--- config.mk ---
export PLATFORM = sky130hd
export DESIGN_NAME = jt900h_dmp_rd
export DESIGN_NICKNAME = d
export VERILOG_FILES = /design/src/rtl/jt900h_dmp_rd.sv
export SDC_FILE = /design/constraint.sdc
export NUM_CORES = 1
export LEC_CHECK = 0
export BUFFER_PORTS_ARGS = -buffer_cell sky130_fd_sc_hd__buf_2
export CAP_MARGIN = 5
export CORE_AREA = 8 8 61 63
export DETAILED_ROUTE_END_ITERATION = 16
export DIE_AREA = 0 0 69 71
export PLACE_DENSITY = 0.85
export SETUP_SLACK_MARGIN = 0.02
export SLEW_MARGIN = 20
export SYNTH_ARGS = -nofsm -noshare
export SYNTH_HDL_FRONTEND = slang
export SYNTH_SLANG_ARGS = --single-unit
--- constraint.sdc ---
create_clock -name clk -period 2.1 [get_ports clk]
set_clock_uncertainty 0.15 [all_clocks]
set_input_delay 0.21 -clock clk [delete_from_list [all_inputs] [get_ports clk]]
set_output_delay 0.21 -clock clk [all_outputs]
set_load 0.1 [all_outputs]
--- src/rtl/jt900h_dmp_rd.sv ---
// jt900h_dmp_rd
// Reads the jt900h register-dump port in hardware and streams the captured
// bytes out over a valid/ready byte interface. This replaces the
// simulation-only dump logic.
//
// A dump is triggered by either of two events:
//   - a single-cycle start pulse, or
//   - the CPU writing the upper byte of STOP_ADDR.
// When triggered, the block halts the CPU, walks dmp_addr from 0 to
// DUMP_LEN-1 and forwards each byte it captures. After the last byte it
// stays in DONE, with the CPU still halted, until the next reset.
//
// Ports
//   clk       in   system clock
//   rst       in   asynchronous active-low reset
//   cpu_addr  in   CPU bus address (24 bits)
//   cpu_we    in   CPU byte write enables, bit 1 = upper byte
//   start     in   external dump request, single-cycle pulse
//   cpu_cen   out  CPU clock enable, 0 halts the CPU
//   dmp_addr  out  dump port address (8 bits)
//   dmp_dout  in   dump port data, valid one clock after dmp_addr changes
//   st_data   out  stream byte
//   st_valid  out  stream byte valid
//   st_ready  in   sink accepts the byte
//   st_last   out  marks byte DUMP_LEN-1
//   busy      out  dump in progress
//   done      out  dump complete, sticky until reset
module jt900h_dmp_rd #(
   parameter int          DUMP_LEN  = 84,
   parameter logic [23:0] STOP_ADDR = 24'hffff
) (
   input  logic        clk,
   input  logic        rst,
   input  logic [23:0] cpu_addr,
   input  logic [1:0]  cpu_we,
   input  logic        start,
   output logic        cpu_cen,
   output logic [7:0]  dmp_addr,
   input  logic [7:0]  dmp_dout,
   output logic [7:0]  st_data,
   output logic        st_valid,
   input  logic        st_ready,
   output logic        st_last,
   output logic        busy,
   output logic        done
);

   localparam logic [7:0] LAST_IDX = 8'(DUMP_LEN - 1);

   typedef enum logic [2:0] {
      IDLE  = 3'd0,
      HALT  = 3'd1,
      FETCH = 3'd2,
      SEND  = 3'd3,
      DONE  = 3'd4
   } state_t;

   state_t     state_q;
   logic       cpu_cen_q;
   logic [7:0] dmp_addr_q;
   logic [7:0] st_data_q;
   logic       st_valid_q;
   logic       st_last_q;
   logic       busy_q;
   logic       done_q;
   logic [7:0] idx_q;

   logic       trig_d;
   logic       is_last_d;
   logic [7:0] idx_d;

   // Only a write to the upper byte of STOP_ADDR counts as the CPU stop signal.
   assign trig_d    = start | (cpu_we[1] & (cpu_addr == STOP_ADDR));
   assign is_last_d = (idx_q == LAST_IDX);
   // The counter never wraps: the step to idx_q+1 only happens below LAST_IDX.
   assign idx_d     = idx_q + 8'd1;

   always_ff @(posedge clk or negedge rst) begin
      if (!rst) begin
         state_q    <= IDLE;
         cpu_cen_q  <= 1'b1;
         dmp_addr_q <= 8'd0;
         st_data_q  <= 8'd0;
         st_valid_q <= 1'b0;
         st_last_q  <= 1'b0;
         busy_q     <= 1'b0;
         done_q     <= 1'b0;
         idx_q      <= 8'd0;
      end else begin
         case (state_q)
            IDLE: begin
               if (trig_d) begin
                  state_q    <= HALT;
                  cpu_cen_q  <= 1'b0;
                  busy_q     <= 1'b1;
                  dmp_addr_q <= 8'd0;
                  idx_q      <= 8'd0;
               end
            end
            // Give the halted CPU one cycle to settle before the first read.
            HALT: state_q <= FETCH;
            // dmp_addr has been stable for a full cycle, so dmp_dout is valid here.
            FETCH: begin
               st_data_q  <= dmp_dout;
               st_valid_q <= 1'b1;
               st_last_q  <= is_last_d;
               state_q    <= SEND;
            end
            // Data and last stay frozen until the sink takes the byte.
            SEND: begin
               if (st_ready) begin
                  st_valid_q <= 1'b0;
                  if (is_last_d) begin
                     st_last_q <= 1'b0;
                     busy_q    <= 1'b0;
                     done_q    <= 1'b1;
                     state_q   <= DONE;
                  end else begin
                     idx_q      <= idx_d;
                     dmp_addr_q <= idx_d;
                     state_q    <= FETCH;
                  end
               end
            end
            // Terminal state: the CPU stays halted and triggers are ignored.
            DONE: state_q <= DONE;
            default: state_q <= IDLE;
         endcase
      end
   end

   assign cpu_cen  = cpu_cen_q;
   assign dmp_addr = dmp_addr_q;
   assign st_data  = st_data_q;
   assign st_valid = st_valid_q;
   assign st_last  = st_last_q;
   assign busy     = busy_q;
   assign done     = done_q;

endmodule

Word-level counts from Yosys, hierarchy flattened
Index checks and enable logic that the tools add are counted.

Output and inout port bits: 21. Register bits: 24. Logic and storage cells: 46.

Eq/ne operators: 10. Muxes and demuxes: 15. Reduce and logical (&&, ||, !) cells: 10. Bitwise logic cells: 2. Add/sub/neg operators: 1.

Operators by type and width (number): 24-bit by 16-bit == test with 1-bit output (second input constant) (1); 8-bit two-way mux (3); 8-bit one-hot mux with 2 select lines (1); 3-bit one-hot mux with 5 select lines (1); 3-bit two-way mux (3); 8-bit by 1-bit adder with 8-bit output (second input constant) (1); 8-bit by 7-bit == test with 1-bit output (second input constant) (1); 2-bit != test (second input constant) (4); 4-bit AND reduction (2); 3-bit by 2-bit == test with 1-bit output (second input constant) (2); 1-bit one-hot mux with 2 select lines (3); 2-bit AND reduction (3); 3-bit AND reduction (2); 1-bit two-way mux (4); 2-bit nonzero test (2); 3-bit by 1-bit == test with 1-bit output (second input constant) (1); 3-bit == test (second input constant) (1); 3-bit zero test (1); 1-bit AND (1); 1-bit OR (1).

Logic depth before layout (Yosys ltp)
Gate-level depths: netlist of the first run.

Word-level depth: 5. Depth in mapped cells: 7. Mapped depth without buffers: 5.

Worst setup path after synthesis of the first run
No wires, ideal clock.

Path type: register to register. Start point: register idx_q[6]. End point: register idx_q[7]. Data required time: 1777 ps. Path buffers: 2. Arrival time: 2114 ps. Period minus slack after synthesis: 2437 ps. Setup time: 173 ps. Cell stages (with the launch flop): 8. Path slack: -337 ps. Path through: dfrtp_1 -> and4bb_2 -> and3_1 -> buf_2 -> and4b_1 -> buf_2 -> a41oi_1 -> a31oi_1.

Word-level cells in the longest chain between the ends: 4. Elaborated cells between the ends (all ways): 7. Classes of those cells: 1 x add/sub; 2 x eq/ne; 3 x mux; 1 x reduce/logical.

Ends and longest elaborated chain: start: declaration (line 66) `logic [7:0] idx_q;`; start signal: assignment (line 119) `idx_q <= idx_d;`; 8-bit by 1-bit adder with 8-bit output (line 76) `assign idx_d = idx_q + 8'd1;`; 8-bit two-way mux (line 113) `if (is_last_d) begin`; 8-bit two-way mux (line 111) `if (st_ready) begin`; 8-bit one-hot mux with 2 select lines (line 90) `case (state_q)`.

Several ways; a longest one is shown, not always the timed one. The select of a mux whose other input is x is not followed. A chain may end at the register's enable or synchronous reset.

Final worst setup path of the first run
Start point: register idx_q[5]. End point: register idx_q[7].

Same word-level chain as after synthesis.

==> results.cfg, run 1 <==
[worst_setup_path]
startpoint_type = flip-flop
crit_family = simple AND/OR/NAND/NOR gates
worstPathMaxFanout = 7
r2r-end = idx_q[7]
crit_arrival_ns = 2.02
r2r_slack_ns = 0.13
critical_path_buf_inv_count = 0
cp_slowest_stage_delay_ns = 0.53
crit_slowest_cell = dfrtp_4
worstPathRequired_ns = 2.15
cp-end-kind = flip-flop
timing.rr.start = idx_q[5]
r2r_cells = 5
cp_cell_sequence = and4bb_2 > and3_1 > and4b_1 > a41oi_1 > a31oi_1
path_class = reg -> reg

[clock_network]
post_cts_buffers = 0
root_buffer = clkbuf_4
cts_buffers = 3
htreeDepth = 1
cts.path.max_buffers = 2
cts_tree = done
insertion_delay_ns = 0.31
clk_pin_slew_ns = 0.14
cts_sinks = 24

[worst_hold_path]
hp-start = start
hold_class = in -> reg
min_delay_path_depth = 4
whs_endpoint = cpu_cen

[timing]
finalCritPeriodShare_pct = 93.8
slew_headroom_pct = 66.1
holdWs_ns = 0.0974
rsz0062_at_grt = false
finalCriticalPeriod_ns = 1.97
tns_ns = 0
setup_viol = 0
hold_viol = 0
fmax_mhz = 508
setup_ws_ns = 0.130
worstMarginPinSlew_ns = 0.509
slew_viol_final = 0

[die]
io_pins = 59
core_um2 = 2850
die_area_um2 = 4900
num_rows = 20
die_h_um = 71
dieWidth_um = 69
initial_utilization_pct = 42.1

[cells_and_area]
drive_gt1_share_pct = 48.9
fin_area_um2 = 1680
area_growth_pct = 39.6
fin_nets = 216
antenna_cells = 0

[global_route]
antenna_found_initial = 0
groute.usage.overall_pct = 12.6
grt_pass1_vias = 1211
grt_max_degree = 25
grt_pass1_wl_mm = 5.33
grt_overflow = 0

[synth]
netlist_area_um2 = 1200
yosys.area.top_type = dfrtp_1
ys_seq_elements = 24
synth_area_per_cell_um2 = 11.0
synth_sequential_area_ratio_pct = 50.1
ys_warn_count = 0
synth_cells = 109
synth.area.top_cells = dfrtp_1 48%, mux2_2 7.5%, nand2_1 3.1%
synth_top_area_share_pct = 47.9
ys_types = 38
syn-num-nets = 148

[routing]
vias = 1104
drt-wirelength-per-cell_um = 14.8
antenna_left = 0
wl_mm = 3.09
drt_first_pass_iters = 4
drt_iter0_markers = 20
drc = 0
vias_per_cell = 5.28

[power]
p_leak_uw = 0.000816
power_uw = 1670
cellPowerDensity_nw_per_um2 = 997
peakVddDrop_uv = 819

[job]
drv_cap = 0

[place]
dp_slack_ns = 0.108
place_hpwl_mm = 2.38
globalplace.congestion = 0.832
dpl_cell_area_um2 = 1520
io_buffers = 57

[outcome]
status = finished, final reports clean
==> worst max-delay path by stage <==
stage	startpoint	endpoint	slack [ns]	cells past startpoint
after global routing	idx_q[5]	idx_q[7]	0.06	5
after detailed placement	cpu_addr[21]	idx_q[1]	0.11	6
after CTS	idx_q[5]	idx_q[3]	0.09	5
after floorplan	idx_q[0]	idx_q[7]	0.03	7
after global placement	idx_q[5]	idx_q[4]	0.17	5
final	idx_q[5]	idx_q[7]	0.13	5
==> report_power, final <==
| part | leakage (µW) | internal (µW) | switching, µW |
|---|---|---|---|
| Sequential | 0.000277 | 536 | 63.4 |
| Clock | 0.0000279 | 193 | 139 |
| Combinational | 0.000511 | 153 | 591 |
==> worst reg2reg max path, delay by kind of cell (launching register included) <==
family	cells	cell delay, ns
flops	1	0.53
compound gates	2	0.30
simple gates	3	0.89
==> Yosys cell counts <==
cell type and instances:
dfrtp_1 23, nand2_1 10, mux2_2 8, a21oi_1 5, a31oi_1 5, nand2b_1 5
nor2_1 5, inv_1 4, nand3_1 4, and3_1 3, a21o_1 2, a41oi_1 2
and2_1 2, buf_2 2, buf_6 2, mux2i_1 2, nand4_1 2, nor2b_1 2
o21ai_0 2, a21boi_0 1, a21oi_4 1, a221oi_1 1, a2bb2oi_1 1, a311oi_1 1
and4b_1 1, and4bb_2 1, buf_1 1, dfstp_2 1, ha_1 1, nand3_2 1
nand4b_1 1, nor3_4 1, nor3b_1 1, nor4_1 1, o2bb2ai_1 1, o32ai_1 1
or4_4 1, or4b_4 1
==> kinds of logic after synthesis <==
kind of cell             Yosys count  synth area share (%)
AND/OR/NAND/NOR                   42                  21.6
flip-flops                        24                  50.1
AO/OA/AOI/OAI                     23                  13.8
multiplexers                      10                  9.16
buffers and inverters              9                  4.27
adder cells (fa/ha/maj)            1                  1.04
==> stage by stage <==
step                util, %  std cells
global placement       53.3        195
detailed placement     53.3        195
floorplan                 -        109
finish                 58.9        209
CTS                    58.6        209
global route           58.9        209
==> cell type report <==
type | count | area, µm²
fill | 244 | 1170
timing repair buffer | 68 | 393
clock inverter | 1 | 30.0
multi-input combinational | 76 | 556
sequential | 24 | 622
clock buffer | 3 | 22.5
inverter | 4 | 15.0
tap | 33 | 41.3
==> layer usage <==
| layer | vias up | track usage [%] | part of all wire (%) |
|---|---|---|---|
| met5 | - | 0 | 0 |
| met4 | 0 | 3.87 | 0.55 |
| met3 | 2 | 6.29 | 11 |
| met2 | 54 | 21.5 | 48 |
| met1 | 513 | 13.3 | 40 |
| li1 | 535 | - | - |
==> state kept, by name, indices dropped and copies added (netlist names) <==
register,cells
idx_q,8
busy,1
st_valid,1
st_last,1
cpu_cen,1
state_q,3
st_data,8
done,1
==> what timing repair did <==
action                                 in CTS  in global routing
endpoints found under the hold margin      32                  0
setup endpoints to repair                   0                  2
resized for setup                           0                  1
hold buffers                               10                  0
==> cells in the final DEF (no fill, tap or decap), types with 2 or more instances in the layout <==
cell           instances
nor2b_1                2
a31oi_1                5
nand2b_1               5
a21oi_1                5
dfrtp_2                4
and3_1                 3
a21o_1                 2
nor2_1                 5
and2_1                 2
inv_1                  4
nand4_1                2
a41oi_1                2
mux2_2                 8
nand2_1               10
nand3_1                4
mux2i_1                2
buf_2                 57
dfrtp_4                4
o21ai_0                2
dfrtp_1               15
dlygate4sd3_1         10
clkbuf_4               3
Note: power is estimated with default switching activity, not from simulation.
==> run 2, diff against run 1 <==
--- a/config.mk
+++ b/config.mk
@@ -7,10 +7,10 @@
 export LEC_CHECK = 0
 export BUFFER_PORTS_ARGS = -buffer_cell sky130_fd_sc_hd__buf_2
 export CAP_MARGIN = 5
-export CORE_AREA = 8 8 61 63
+export CORE_AREA = 8 8 56 69
 export DETAILED_ROUTE_END_ITERATION = 16
-export DIE_AREA = 0 0 69 71
-export PLACE_DENSITY = 0.85
+export DIE_AREA = 0 0 64 77
+export PLACE_DENSITY = 0.84
 export SETUP_SLACK_MARGIN = 0.02
 export SLEW_MARGIN = 20
 export SYNTH_ARGS = -nofsm -noshare
==> run 2 against run 1 <==
  * Core utilization is 0.58 points higher
  * Count of clock-buffer cells in the layout is the same
  * Non-clock buffer count is the same
  * Fmax rose by 2.1%
  * First-iteration DRC count increased by 110%
==> results.cfg, run 2 (same netlist as run 1, synthesis figures left out) <==
[routing]
wl_mm = 3.35
vias = 1118
drt-wirelength-per-cell_um = 15.8
drc = 0
antenna_left = 0
drt_iter0_markers = 42
drt_first_pass_iters = 4
vias_per_cell = 5.27

[timing]
finalCriticalPeriod_ns = 1.93
hold_viol = 0
worstMarginPinSlew_ns = 0.527
holdWs_ns = 0.106
tns_ns = 0
rsz0062_at_grt = false
setup_viol = 0
slew_headroom_pct = 64.9
fmax_mhz = 518
slew_viol_final = 0
finalCritPeriodShare_pct = 91.9

[global_route]
grt_pass1_vias = 1214
grt_max_degree = 25
grt_pass1_wl_mm = 5.66
groute.usage.overall_pct = 14.1
grt_overflow = 0
antenna_found_initial = 0

[die]
initial_utilization_pct = 42.4
die_area_um2 = 4930
io_pins = 59
num_rows = 22
die_h_um = 77
dieWidth_um = 64
core_um2 = 2840

[cells_and_area]
fin_area_um2 = 1690
fillers = 247
area_growth_pct = 40.2
layoutNonFillerInstCount = 212
layout_common_cells = 57 x buf_2, 15 x dfrtp_1, 10 x nand2_1, 10 x dlygate4sd3_1, 8 x mux2_2
fin_nets = 216
drive_gt1_share_pct = 50.0
antenna_cells = 0
layout_commonest_cell = buf_2

[worst_setup_path]
path_class = reg -> reg
r2r_slack_ns = 0.17
worstPathMaxFanout = 8
cp-end-kind = flip-flop
startpoint_type = flip-flop
worstPathRequired_ns = 2.22
crit_arrival_ns = 2.05

[clock_network]
cts_buffers = 3
cts_sinks = 24
cts.path.max_buffers = 2
root_buffer = clkbuf_4
clk_pin_slew_ns = 0.14
htreeDepth = 1
cts_tree = done
insertion_delay_ns = 0.34

[power]
peakVddDrop_uv = 1190
p_leak_uw = 0.000815
power_uw = 1700
cellPowerDensity_nw_per_um2 = 1010

[job]
drv_cap = 0

[outcome]
status = finished, final reports clean

[place]
dpl_cell_area_um2 = 1520
io_buffers = 57
place_inst = 198
globalplace.congestion = 0.893

[worst_hold_path]
hold_class = in -> reg
run 2: power by group:
part	switching (µW)	internal (µW)	total (µW)
logic	594	155	749
registers	65.7	536	601
clock network	151	193	345
run 2: final timing paths:
check,from,end,depth (start not counted)
min reg2reg,cpu_cen,cpu_cen,1
min,start,cpu_cen,4
max in group asynchronous,rst,idx_q[7],2
min in group asynchronous,rst,st_data[7],2
max,idx_q[4],idx_q[1],5
max reg2reg,idx_q[4],idx_q[1],5
run 2: area by class of cell:
type	count	area (µm²)	area share [%]
Clock inverter	1	30.0	1.78
Timing Repair Buffer	68	393	23.3
Tap cell	36	45.0	2.67
Multi-Input combinational cell	76	558	33.1
Clock buffer	3	22.5	1.34
Inverter	4	15.0	0.891
Sequential cell	24	622	36.9
run 2: critical path, stage by stage, from the launching register on:
cell and delay, ns:
dfrtp_4 0.53, and4bb_2 0.24, and3_2 0.24, a2bb2oi_2 0.19, a21oi_4 0.28, mux2i_1 0.23
run 2: stage by stage:
step,utilization (%),setup WS (ns)
finish,59.4,0.170
global route,59.4,0.0719
CTS,59.1,0.0804
detailed placement,53.8,0.0920
global placement,53.8,0.166
floorplan,-,0.0304
run 2: layer usage:
metal  GRT usage, %  part of all wire [%]  routed length [µm]  up-vias
li1               -                     -                   -      532
met1           15.0                    39                1300      528
met2           23.3                    48                1620       53
met3           6.25                    11                 383        5
met4           6.04                   1.6                  55        0
met5              0                     0                   0        -
run 2: what timing repair did:
action                                  4_1_cts  5_1_grt
hold buffers                                 10        0
endpoints found under the hold margin        33        0
resized for setup                             0        3
endpoints found under the setup margin        0        8
setup buffers                                 0        0
